<file path="config.mk">
export PLATFORM = sky130hd
export DESIGN_NAME = priority_encoder_seq_flat
export DESIGN_NICKNAME = d
export VERILOG_FILES = /design/src/rtl/priority_encoder_seq_if.sv /design/src/rtl/priority_encoder_seq.sv /design/src/flat_wrapper.sv
export SDC_FILE = /design/constraint.sdc
export NUM_CORES = 1
export LEC_CHECK = 0
export BUFFER_PORTS_ARGS = -buffer_cell sky130_fd_sc_hd__buf_4
export CAP_MARGIN = 25
export CORE_AREA = 5 5 42 44
export CTS_BUF_LIST = sky130_fd_sc_hd__clkbuf_8 sky130_fd_sc_hd__clkbuf_16
export CTS_CLUSTER_DIAMETER = 50
export DETAILED_ROUTE_END_ITERATION = 10
export DIE_AREA = 0 0 47 49
export GPL_TIMING_DRIVEN = 0
export MAX_ROUTING_LAYER = met4
export PLACE_DENSITY = 0.56
export SLEW_MARGIN = 20
export SYNTH_ARGS = -nofsm -noshare
export SYNTH_HDL_FRONTEND = slang
export SYNTH_SLANG_ARGS = --single-unit
</file>
<file path="constraint.sdc">
create_clock -name clk -period 2.7 [get_ports clk]
set_clock_uncertainty 0.2 [all_clocks]
set_input_delay 0.54 -clock clk [delete_from_list [all_inputs] [get_ports clk]]
set_output_delay 0.54 -clock clk [all_outputs]
set_load 0.005 [all_outputs]
</file>
<file path="src/rtl/priority_encoder_seq_if.sv">
// Handshake bundle for priority_encoder_seq.
//   in_valid/in_ready/in_req  : request word channel (upstream -> encoder)
//   out_valid/out_ready       : index beat channel (encoder -> downstream)
//   out_idx/out_last/out_none : beat payload
// slave  : the encoder's view (accepts requests, produces beats)
// master : the environment's view (produces requests, consumes beats)
interface priority_encoder_seq_if #(
  parameter int unsigned N = 4
);
  localparam int unsigned IW = $clog2(N);

  logic          in_valid;
  logic          in_ready;
  logic [N-1:0]  in_req;
  logic          out_valid;
  logic          out_ready;
  logic [IW-1:0] out_idx;
  logic          out_last;
  logic          out_none;

  modport slave (
    input  in_valid, in_req, out_ready,
    output in_ready, out_valid, out_idx, out_last, out_none
  );

  modport master (
    output in_valid, in_req, out_ready,
    input  in_ready, out_valid, out_idx, out_last, out_none
  );
endinterface

</file>
<file path="src/rtl/priority_encoder_seq.sv">
// Sequential priority encoder. Accepts an N-bit request word and emits the
// index of every set bit, highest first, one beat per out handshake. An
// all-zero word yields a single beat flagged out_none.
//   clk : rising-edge clock
//   rst : asynchronous active-high reset
//   bus : slave side of priority_encoder_seq_if (request in, index beats out)
module priority_encoder_seq #(
  parameter int unsigned N = 4
) (
  input  logic                   clk,
  input  logic                   rst,
  priority_encoder_seq_if.slave  bus
);
  localparam int unsigned IW = $clog2(N);

  typedef enum logic [0:0] {StIdle, StEmit} state_e;

  state_e        state_q, state_d;
  logic [N-1:0]  pending_q, pending_d;
  logic          none_q, none_d;

  logic [IW-1:0] hi_idx;
  logic          single;
  logic          emit;

  // Highest set bit of pending; stays 0 for an empty word.
  always_comb begin
    hi_idx = '0;
    for (int unsigned i = 0; i < N; i++) begin
      if (pending_q[i]) hi_idx = i[IW-1:0];
    end
  end

  assign single = (pending_q != '0) && ((pending_q & (pending_q - N'(1))) == '0);
  assign emit   = (state_q == StEmit);

  // Outputs come from registered state only; rst gates in_ready directly so
  // nothing is accepted while reset is held.
  assign bus.in_ready  = (state_q == StIdle) && !rst;
  assign bus.out_valid = emit;
  assign bus.out_idx   = emit ? hi_idx : '0;
  assign bus.out_last  = emit && (none_q || single);
  assign bus.out_none  = emit && none_q;

  always_comb begin
    state_d   = state_q;
    pending_d = pending_q;
    none_d    = none_q;
    unique case (state_q)
      StIdle: begin
        if (bus.in_valid) begin
          pending_d = bus.in_req;
          none_d    = (bus.in_req == '0);
          state_d   = StEmit;
        end
      end
      StEmit: begin
        if (bus.out_ready) begin
          pending_d         = pending_q;
          pending_d[hi_idx] = 1'b0;
          if (none_q || single) begin
            pending_d = '0;
            none_d    = 1'b0;
            state_d   = StIdle;
          end
        end
      end
      default: state_d = StIdle;
    endcase
  end

  always_ff @(posedge clk or posedge rst) begin
    if (rst) begin
      state_q   <= StIdle;
      pending_q <= '0;
      none_q    <= 1'b0;
    end else begin
      state_q   <= state_d;
      pending_q <= pending_d;
      none_q    <= none_d;
    end
  end
endmodule

</file>
<file path="src/flat_wrapper.sv">
// flat-port wrapper written by rule: the top's interface ports become plain ports
module priority_encoder_seq_flat 
#(
  parameter int unsigned N = 4
)
  (clk, rst, bus_in_valid, bus_in_req, bus_out_ready, bus_in_ready, bus_out_valid, bus_out_idx, bus_out_last, bus_out_none);
  priority_encoder_seq_if #(.N(N)) bus_i ();
  input  logic clk;
  input  logic rst;
  input wire logic [$bits(bus_i.in_valid)-1:0] bus_in_valid;
  input wire logic [$bits(bus_i.in_req)-1:0] bus_in_req;
  input wire logic [$bits(bus_i.out_ready)-1:0] bus_out_ready;
  output wire logic [$bits(bus_i.in_ready)-1:0] bus_in_ready;
  output wire logic [$bits(bus_i.out_valid)-1:0] bus_out_valid;
  output wire logic [$bits(bus_i.out_idx)-1:0] bus_out_idx;
  output wire logic [$bits(bus_i.out_last)-1:0] bus_out_last;
  output wire logic [$bits(bus_i.out_none)-1:0] bus_out_none;
  assign bus_i.in_valid = bus_in_valid;
  assign bus_i.in_req = bus_in_req;
  assign bus_i.out_ready = bus_out_ready;
  assign bus_in_ready = bus_i.in_ready;
  assign bus_out_valid = bus_i.out_valid;
  assign bus_out_idx = bus_i.out_idx;
  assign bus_out_last = bus_i.out_last;
  assign bus_out_none = bus_i.out_none;
  priority_encoder_seq #(.N(N)) u_core (.clk(clk), .rst(rst), .bus(bus_i));
endmodule
</file>
==> results.json <==
{
  "dp_hpwl_um": 671.8,
  "synth.largest_area_cell": "dfrtp_1",
  "p_sw_frac": 0.3374,
  "final.min_clock_period_ns": 2.262,
  "final_nets": 67,
  "ff2ff_path_depth": 4,
  "synth.avg_cell_area_um2": 8.728,
  "gr-total-overflow": 0,
  "dp_cells": 70,
  "wl_um": 914,
  "met3_length_um": 51,
  "drv_slew": 0,
  "synth_cells": 41,
  "start_kind": "register",
  "track_usage": 0.09455,
  "ios": 14,
  "seqPwrFrac": 0.308,
  "drv_cap": 0,
  "antenna_found_initial": 0,
  "nFillCells": 156,
  "ant_nets": 0,
  "p_per_area_nw_per_um2": 963.1,
  "dieArea_um2": 2303,
  "clk_pin_slew_ns": 0.03,
  "clkSinkCount": 6,
  "wl_met2_um": 418,
  "syn_to_final_growth_pct": 44.41,
  "met1_length_um": 415,
  "net-switching-power_uw": 167.9,
  "cts_buffer_depth": 2,
  "r2r-start": "u_core.pending_q[1]$_DFFE_PP0P_",
  "synth_warnings": 0,
  "cts_root_buf": "clkbuf_8",
  "p_total_uw": 497.7,
  "p_leak_nw": 0.2546,
  "cp_cell_sequence": "nor2b_1 -> o311ai_1 -> nand2_1 -> and2_1 -> buf_4",
  "relSlewSlack": 0.7672,
  "reg2reg_to": "u_core.bus.out_valid$_DFF_PP0_",
  "drt_iter0_drc": 9,
  "post_layout_nonfiller_instances": 73,
  "setup_viol": 0,
  "core-area_um2": 1401,
  "wl_per_cell_um": 12.52,
  "vias": 375,
  "finalCritPeriodShare": 0.8376,
  "top_layer_used": "met4",
  "grt_setup_unrepaired": "no",
  "yosys.area.top_type_share": 0.4196,
  "tightest_slew_ns": 0.3485,
  "cts_buffers": 3,
  "grt_pass1_wl_um": 1511,
  "cp-end-kind": "output pin",
  "fmax_mhz": 442.2,
  "cp.required_ns": 1.96,
  "hold_buffers": 0,
  "worst-setup-path-type": "reg -> out",
  "cts_tree": "yes",
  "clock_power_share": 0.263,
  "drc": 0,
  "hold_path_class": "in -> async",
  "gp_congestion": 0.7498,
  "synthTopCellsByArea": "dfrtp_1, a22o_1, nor2b_1",
  "rrSetupSlack_ns": 1.21,
  "io_buffer_count": 13,
  "n_antenna_cell": 0,
  "synth_cell_types": 20,
  "rows": 14,
  "die_y_um": 49,
  "cp_slowest_cell": "dfrtp_1",
  "vias_per_cell": 5.137,
  "power_frac_comb": 0.429,
  "status": "finished clean",
  "grt_pass1_vias": 354,
  "cp.arrival_ns": 1.52,
  "fin_setup_tns_ns": 0,
  "syn-cell-area_um2": 357.8,
  "htreeDepth": 1,
  "ys_seq_elements": 6,
  "slowest_delay_ns": 0.42,
  "power.internal_uw": 329.7,
  "hold_viol": 0,
  "chipWidth_um": 47,
  "ctsResizeCount": 0,
  "ys_seq_area_frac": 0.4196,
  "post-cts-setup-buffer-count": 0,
  "dr.pass1.iters": 4,
  "grt_max_degree": 11,
  "drive_gt1_frac": 0.2982,
  "synth_nets": 49,
  "start_util": 0.2554,
  "vdd_drop_max_mv": 0.4644,
  "critPathMaxFanout": 7,
  "worst_skew_pair.late_latency_ns": 0.22
}
-- critical path: cells and delay by family, from the launching register on --
family | cells | cell delay (ns)
AO/OA/AOI/OAI | 1 | 0.30
buffers and inverters | 1 | 0.13
flip-flops | 1 | 0.42
AND/OR/NAND/NOR | 3 | 0.45
-- per-stage QoR --
stage	setup WS (ns)	util	cell area [um^2]	hold WS [ns]
5_1_grt	0.3086	0.3688	516.7	0.06299
3_3_place_gp	0.6578	0.3393	475.5	0.2768
4_1_cts	0.4184	0.3688	516.7	0.03953
3_5_place_dp	0.6762	0.3393	475.5	0.2744
2_1_floorplan	0.9089	-	357.8	0.1310
6_report	0.4385	0.3688	516.7	0.04125
-- cell type report --
cell class,instances,area (um^2),share of cell area
multi-input combinational,32,195.2,0.3777
sequential,6,150.1,0.2906
timing repair buffer,13,97.59,0.1889
clock buffer,3,41.29,0.07990
tap,16,20.02,0.03874
inverter,2,7.507,0.01453
buffer,1,5.005,0.009685
-- power groups by stage --
stage          registers [mW]  clock network (mW)  logic, mW
2_1_floorplan           0.145                   0      0.128
3_3_place_gp            0.155                   0      0.215
3_5_place_dp            0.154                   0      0.214
4_1_cts                 0.153               0.135      0.216
5_1_grt                 0.160               0.139      0.242
6_report                0.153               0.131      0.213
-- state kept, by name (all words and copies together), names as in the netlist --
register              cells
u_core.bus.out_valid      1
u_core.none_q             1
u_core.pending_q          4
-- cell families (layout without fill, tap and decap cells) --
family,count (synthesis),in the layout,share of synthesized area
AND/OR/NAND/NOR,18,18,0.2622
AO/OA/AOI/OAI,13,13,0.2553
flip-flops,6,6,0.4196
buffers and inverters,3,19,0.03496
multiplexers,1,1,0.02797
-- worst max path at each step --
stage	from	end	slack, ns	cells past startpoint
after floorplan	u_core.pending_q[1]$_DFFE_PP0P_	bus_out_last	0.91	4
after global placement	u_core.pending_q[1]$_DFFE_PP0P_	bus_out_last	0.66	5
after detailed placement	u_core.pending_q[1]$_DFFE_PP0P_	bus_out_last	0.68	5
after CTS	u_core.pending_q[1]$_DFFE_PP0P_	bus_out_last	0.42	5
after global routing	u_core.pending_q[1]$_DFFE_PP0P_	bus_out_last	0.31	5
final	u_core.pending_q[1]$_DFFE_PP0P_	bus_out_last	0.44	5
-- layout by cell type, fill, tap and decap left out, drive strengths merged, types with 2 or more instances in the layout --
cell type	instances
a22oi	2
o21ai	4
nand2	3
nor2	4
nor2b	4
clkbuf	3
inv	2
and2	2
a22o	3
dfrtp	6
nand3	2
buf	14
-- metal layers --
metal	global-route usage	vias to the layer above
li1	-	185
met3	0.01107	3
met5	-	-
met4	0.08295	0
met2	0.1199	12
met1	0.1258	175
-- synthesized netlist by cell type --
master,instances
and2_1,2
a31oi_1,1
o21ai_1,2
o21ai_0,2
nand3_1,2
nand2_1,3
nor2_1,4
o21a_1,1
dfrtp_1,6
buf_2,1
mux2i_1,1
a21o_1,1
nor4b_1,1
nor2b_1,4
inv_1,2
nor4_1,1
o311ai_1,1
a22o_1,3
nor3_1,1
a22oi_1,2
No activity file was read; power rests on OpenSTA's default activity.
